--- src/rtl/seq_processor.sv ---
// seq_processor: multi-cycle register processor (IDLE -> READ -> EXEC -> WRITE per instruction).
// Define SEQ_PROCESSOR_SHIFT_EN to build in the SLL/SRL/SRA shifter; otherwise those opcodes raise illegal.
module seq_processor #(
    parameter int DW = 16,
    parameter int AW = 6,
    localparam int SW = $clog2(DW),
    localparam int IW = 3 + 3*AW + DW
) (
    input  logic          clk,
    input  logic          rst,
    input  logic [IW-1:0] inst,
    input  logic          inst_valid,
    output logic          inst_ready,
    output logic [AW-1:0] out1,
    output logic [AW-1:0] out2,
    output logic [DW-1:0] out3,
    output logic [DW-1:0] out4,
    output logic [3:0]    out_en,
    output logic [1:0]    flags,
    output logic          done,
    output logic          illegal
);

    typedef enum logic [2:0] {
        IDLE   = 3'd0,
        READ   = 3'd1,
        EXEC   = 3'd2,
        WRITE  = 3'd3,
        HALTED = 3'd4
    } state_t;

    typedef enum logic [2:0] {
        OP_LDI  = 3'b000,
        OP_ADD  = 3'b001,
        OP_SUB  = 3'b010,
        OP_SLL  = 3'b011,
        OP_SRL  = 3'b100,
        OP_SRA  = 3'b101,
        OP_DISP = 3'b110,
        OP_HALT = 3'b111
    } op_t;

    state_t        state;
    logic [IW-1:0] inst_q;
    logic [DW-1:0] regs [2**AW];
    logic [DW-1:0] op_a;
    logic [DW-1:0] op_b;
    logic [DW-1:0] result;
    logic          res_carry;
    logic          res_ovf;

    op_t           op;
    logic [AW-1:0] rd;
    logic [AW-1:0] rs1;
    logic [AW-1:0] rs2;
    logic [DW-1:0] imm;

    assign op  = op_t'(inst_q[IW-1 -: 3]);
    assign rd  = inst_q[IW-4 -: AW];
    assign rs1 = inst_q[IW-4-AW -: AW];
    assign rs2 = inst_q[IW-4-2*AW -: AW];
    assign imm = inst_q[DW-1:0];

    // SUB is a + ~b + 1, so its carry-out reads as "no borrow".
    logic [DW:0] sum;
    logic [DW:0] diff;
    logic        add_ovf;
    logic        sub_ovf;

    assign sum     = {1'b0, op_a} + {1'b0, op_b};
    assign diff    = {1'b0, op_a} + {1'b0, ~op_b} + {{DW{1'b0}}, 1'b1};
    assign add_ovf = (op_a[DW-1] == op_b[DW-1]) && (sum[DW-1] != op_a[DW-1]);
    assign sub_ovf = (op_a[DW-1] != op_b[DW-1]) && (diff[DW-1] != op_a[DW-1]);

`ifdef SEQ_PROCESSOR_SHIFT_EN
    logic [SW-1:0] shamt;
    assign shamt = imm[SW-1:0];
`endif

    assign inst_ready = (state == IDLE);

    always_ff @(posedge clk or posedge rst) begin
        if (rst) begin
            state     <= IDLE;
            inst_q    <= '0;
            op_a      <= '0;
            op_b      <= '0;
            result    <= '0;
            res_carry <= 1'b0;
            res_ovf   <= 1'b0;
            out1      <= '0;
            out2      <= '0;
            out3      <= '0;
            out4      <= '0;
            out_en    <= '0;
            flags     <= '0;
            done      <= 1'b0;
            illegal   <= 1'b0;
            for (int i = 0; i < 2**AW; i++) begin
                regs[i] <= '0;
            end
        end else begin
            out_en  <= '0;
            illegal <= 1'b0;
            case (state)
                IDLE: begin
                    if (inst_valid) begin
                        inst_q <= inst;
                        state  <= READ;
                    end
                end
                READ: begin
                    op_a  <= regs[rs1];
                    op_b  <= regs[rs2];
                    state <= EXEC;
                end
                EXEC: begin
                    result    <= '0;
                    res_carry <= 1'b0;
                    res_ovf   <= 1'b0;
                    case (op)
                        OP_LDI: result <= imm;
                        OP_ADD: begin
                            result    <= sum[DW-1:0];
                            res_carry <= sum[DW];
                            res_ovf   <= add_ovf;
                        end
                        OP_SUB: begin
                            result    <= diff[DW-1:0];
                            res_carry <= diff[DW];
                            res_ovf   <= sub_ovf;
                        end
`ifdef SEQ_PROCESSOR_SHIFT_EN
                        OP_SLL: result <= op_a << shamt;
                        OP_SRL: result <= op_a >> shamt;
                        OP_SRA: result <= $unsigned($signed(op_a) >>> shamt);
`endif
                        default: result <= '0;
                    endcase
                    state <= WRITE;
                end
                WRITE: begin
                    state <= IDLE;
                    case (op)
                        OP_LDI, OP_ADD, OP_SUB: regs[rd] <= result;
`ifdef SEQ_PROCESSOR_SHIFT_EN
                        OP_SLL, OP_SRL, OP_SRA: regs[rd] <= result;
`else
                        OP_SLL, OP_SRL, OP_SRA: illegal <= 1'b1;
`endif
                        OP_DISP: begin
                            out1   <= rs1;
                            out2   <= rs2;
                            out3   <= op_a;
                            out4   <= op_b;
                            out_en <= 4'b1111;
                        end
                        OP_HALT: begin
                            state <= HALTED;
                            done  <= 1'b1;
                        end
                        default: state <= IDLE;
                    endcase
                    if (op == OP_ADD || op == OP_SUB) begin
                        flags <= {res_carry, res_ovf};
                    end
                end
                HALTED: state <= HALTED;
                default: state <= IDLE;
            endcase
        end
    end

endmodule

--- config.mk ---
export PLATFORM = sky130hd
export DESIGN_NAME = seq_processor
export DESIGN_NICKNAME = d
export VERILOG_FILES = /design/src/rtl/seq_processor.sv
export SDC_FILE = /design/constraint.sdc
export NUM_CORES = 2
export LEC_CHECK = 0
export ABC_CLOCK_PERIOD_IN_PS = 62000
export CORE_MARGIN = 1
export CORE_UTILIZATION = 50
export DETAILED_ROUTE_END_ITERATION = 7
export PLACE_DENSITY_LB_ADDON = 0.15
export SLEW_MARGIN = 15
export SYNTH_ARGS = -nofsm -noshare
export SYNTH_HDL_FRONTEND = slang
export SYNTH_SLANG_ARGS = --single-unit
--- constraint.sdc ---
create_clock -name clk -period 62 [get_ports clk]
set_clock_uncertainty 0.05 [all_clocks]
set_input_delay 12.4 -clock clk [delete_from_list [all_inputs] [get_ports clk]]
set_output_delay 12.4 -clock clk [all_outputs]
set_load 0.01 [all_outputs]
# == Yosys cells after proc, flatten, opt, wreduce, memory -nomap -nowiden ==
# Cells that the tools add are included.
# totals
ff_bits,1166
input_bits,40
output_inout_bits,53
word_cells,138
# classes
add_sub_neg,3
n_lt_le_gt_ge,4
eq_ne,16
mux,19
bitwise_logic,4
reduce_logical,13
# ops
cell,count
1024-bit bitwise mux,1
16-bit binary-select mux with 6-bit select,2
16-bit demux with 6-bit select,1
16-bit 2-to-1 mux,5
16-bit case mux with 3 select lines,1
16-bit by 16-bit adder with 17-bit output,2
"7-bit >= comparator, second input constant",3
6-bit NOT with 7-bit output,3
"17-bit by 1-bit adder with 17-bit output, second input constant",1
16-bit NOT,1
"3-bit == test, second input constant",5
3-bit case mux with 5 select lines,1
"3-bit by 2-bit == test with 1-bit output, second input constant",4
2-bit AND reduction,5
4-bit 2-to-1 mux,2
"7-bit by 1-bit < comparator with 1-bit output, second input constant",1
"3-bit by 1-bit == test with 1-bit output, second input constant",2
3-bit zero test,2
3-bit 2-to-1 mux,2
3-bit OR reduction,2
1-bit case mux with 2 select lines,2
1-bit logical AND,3
1-bit != test,3
1-bit 2-to-1 mux,2
other kinds (3),3

# == Longest topological paths before layout ==
# logic_depth
depth_word,6
ltp_mapped,11
ltp_nobuf,11

# == Least setup slack after synthesis ==
# OpenSTA, ideal clock, no wires.
# synth_path
path_kind,input to register
from,in inst_valid
to,reg inst_q[10]
setup_time_ns,0.125
t_arrival_ns,13.568
t_required_ns,61.825
setup_slack_ns,48.258
cell_stages,4
path_buffers,2
cell_sequence,and2_1 > clkbuf_1 > buf_1 > mux2_2
# synth_via
elab_chain_cells,1
# synth_rtl
element,line,text
"start, declared",12,"input logic inst_valid,"
2-bit AND reduction (no line),--,
"end signal, assigned",108,inst_q <= inst;
"end, declared",44,logic [IW-1:0] inst_q;
# Every way passes these cells.
# A chain may end at the register's enable or synchronous reset.

==> run summary <==
period utilization: 23.95%
sequential power share: 36.3%
CP Data Arrival Time: 15.57 ns
crit path kind: in2async
max-capacitance violation count: 0
largest net degree at the start of global routing: 159
vias in the first global route: 38.51k
clock latency on the worst-skew pair: 0.76 ns
DR vias: 37.50k
share of layout cells above drive strength 1: 52.22%
Post-Route WL: 177,800 um
hold bufs inserted after CTS: 0
Crit-path slowest cell: buf_4
number of flops mapped to enable cells by yosys: 0
most frequent cells in the layout: mux2_2 (1,155), dfrtp_1 (1,139), mux4_2 (576)
max-slew violations: 0
TritonCTS clock tree: yes
CP Capture Type: async pin
Syn-to-layout area delta: 10.80%
status: complete, no violations
RSZ-0062 raised after global routing: false
Top delay family on crit path: buffers and inverters
Leak: 30.93 nW
Worst-path clk slew: 0.06 ns
power consumption: 0.003076 W
Rel. slew slack: 18.72%
Final GP Congestion: 0.8715
PD cells: 45.08 nW/um^2
slowest stage delay, CP: 0.72 ns
GRT overflow: 0
CTS sink cnt: 1,163
Rows: 128
Initial Util: 50.46%
ANT nets after route: 0
Top Ports: 93
die height: 352.9 um
Clock Power Share: 26.2%
Core Util, Final: 55.91%
multi-input logic area: 30,710 um^2
final setup fails: 0
most frequent CP cell: buf_4
CP Launch Type: input pin
number of I/O port buffers: 92
Total Neg Setup Slack: 0 ns
fraction of registers with async set/reset: 100.0%
Iter 0 DRT Violations: 3,181
fmax: 0.06736 GHz
area leader, netlist: dfrtp_1
ANT cells: 0
detailed placer's ending HPWL: 104,900 um
clock buffer count from CTS: 134
post_cts resized: 0
initial antenna violation count: 5
Root Buffer Master: clkbuf_16
synth top area cells: dfrtp_1 (47%), mux2_2 (21%), mux4_2 (21%), clkbuf_1 (1.6%), buf_2 (0.80%)
YS warnings: 0
Cells after Synth: 4,029
Sw Ratio: 37.59%
die width: 352.9 um
post-CTS setup buffers: 0
final hold vios: 0
Final #Nets: 4,023
Psw: 0.001156 W
Place WS: 46.27 ns
Main synth FF type: dfrtp_1
Cell Chain, Critical Path: clkdlybuf4s50_1 > inv_8 > buf_4 > buf_4 > buf_4
Synth cell types: 68
worst slew pin tran: 1.218 ns
Worst Path Buf+Inv: 5
FF+latch count, synth: 1,163
Final Worst Setup Slack: 47.15 ns
DR WL/cell: 31.29 um
post-synthesis sequential area ratio: 47.26%
Tot GR Track Use: 29.16%
DR pass1 iterations: 5
Required @ worst endpoint: 62.72 ns
Storage cell area: 29,150 um^2
Core Area: 122,000 um^2
Comb power frac: 37.5%
HP Class: reg2reg
Die ar.: 124,600 um^2
cell-internal power: 0.001920 W
worst-path maximum fanout: 92
min cycle time layout: 14.85 ns
commonest non-fill, non-tap cell in the layout: mux2_2
fin cells: 5,681
VDD IR max: 0.05733 mV
routed vias/inst: 6.601
Inst Count DP: 5,438
Mean Syn Cell Area: 15.28 um^2
Post-Syn Area: 61,580 um^2
number of remaining DRC errors: 0
H-tree levels: 4
Synth top area share: 47.26%
Fill cells: 9,812
Max clock buf depth: 3
Syn Nets: 4,103
first-pass GRT wire length: 267,000 um
[final timing paths]
check / from / endpoint / slack [ns] / cells past startpoint
worst max-delay path: rst / regs[101] / 47.15 / 5
worst min-delay path: out4[1] / out4[1] / 0.43 / 2
worst max register to register: inst_q[16] / op_b[5] / 57.34 / 7
worst min register to register: out4[1] / out4[1] / 0.43 / 2
max in group clk: state[0] / inst_ready / 47.49 / 2
min in group asynchronous: rst / res_carry / 12.10 / 2
[sequential cells by signal, summed over array words and instances (netlist names), 2 cells and up]
signal	cells
regs	1024
inst_q	37
op_a	16
op_b	16
out3	16
out4	16
result	16
out1	6
out2	6
state	3
flags	2
[cells in the mapped netlist, types with 4 or more instances]
cell type	count
o31ai_1	6
a221o_1	35
mux4_2	576
clkbuf_1	269
nor2_2	25
buf_4	11
buf_1	19
a21oi_1	35
xnor2_1	9
mux2_2	1155
a221oi_1	10
o21bai_1	6
nor2_1	54
nand2_2	8
a21o_1	5
inv_1	32
or3_1	4
nand3b_1	5
a22o_1	32
o22ai_1	35
nand3_1	5
o221ai_1	7
mux2i_1	36
a22oi_1	4
buf_2	99
nand2_1	107
a211oi_1	36
o211ai_1	8
nor3b_1	9
or2_2	9
buf_6	6
o21ai_0	35
nor3_1	40
and2_1	5
nand2b_1	9
dfrtp_1	1163
and3_1	5
nor2b_1	37
ha_1	32
[metrics by stage]
step | instance area, um^2 | hold WS [ns]
6_report | 68230 | 0.4283
5_1_grt | 68230 | 0.4633
4_1_cts | 68230 | 0.4342
3_5_place_dp | 63780 | 0.4207
3_3_place_gp | 63780 | 0.4000
2_1_floorplan | 61580 | 0.4033
[final cells by class]
type                            instances  area share [%]
Clock inverter                         39          0.7317
Sequential cell                      1163           42.73
Tap cell                             1625           2.980
Timing Repair Buffer                  189           2.582
Inverter                               32          0.1870
Clock buffer                          204           5.791
Multi-Input combinational cell       2429           45.00
[worst reg2reg max path: stages, from the launching register on]
cell,delay [ns]
dfrtp_4,0.95
buf_12,0.62
buf_4,0.97
mux4_2,0.62
mux2_2,0.29
o22ai_1,0.53
nor3_1,0.17
a221o_1,0.35
[layer usage]
| metal | share of wire [%] | global-route usage [%] | up-vias |
|---|---|---|---|
| li1 | - | - | 15430 |
| met1 | 43 | 42.19 | 20470 |
| met2 | 46 | 44.17 | 1295 |
| met3 | 7.0 | 5.587 | 305 |
| met4 | 3.5 | 10.43 | 4 |
| met5 | 0.015 | 0 | - |
[power by group through the flow]
stage                     Clock, W  Combinational (W)  Sequential, W
after CTS                 0.000819            0.00115        0.00111
after floorplan                  0           0.000881        0.00101
after detailed placement         0            0.00115        0.00113
after global placement           0            0.00115        0.00112
after global routing      0.000850            0.00122        0.00114
final                     0.000805            0.00115        0.00112
[kinds of logic after synthesis]
| kind of cell | share of synthesized area, % |
|---|---|
| muxes | 42.81 |
| adders and majority gates | 0.7152 |
| AOI/OAI and AO/OA | 3.336 |
| DFF | 47.26 |
| and+or+nand+nor | 2.743 |
| xor gates and xnor gates | 0.1280 |
| buffers and inverters | 3.007 |
Note: power is estimated with default switching activity, not from simulation.
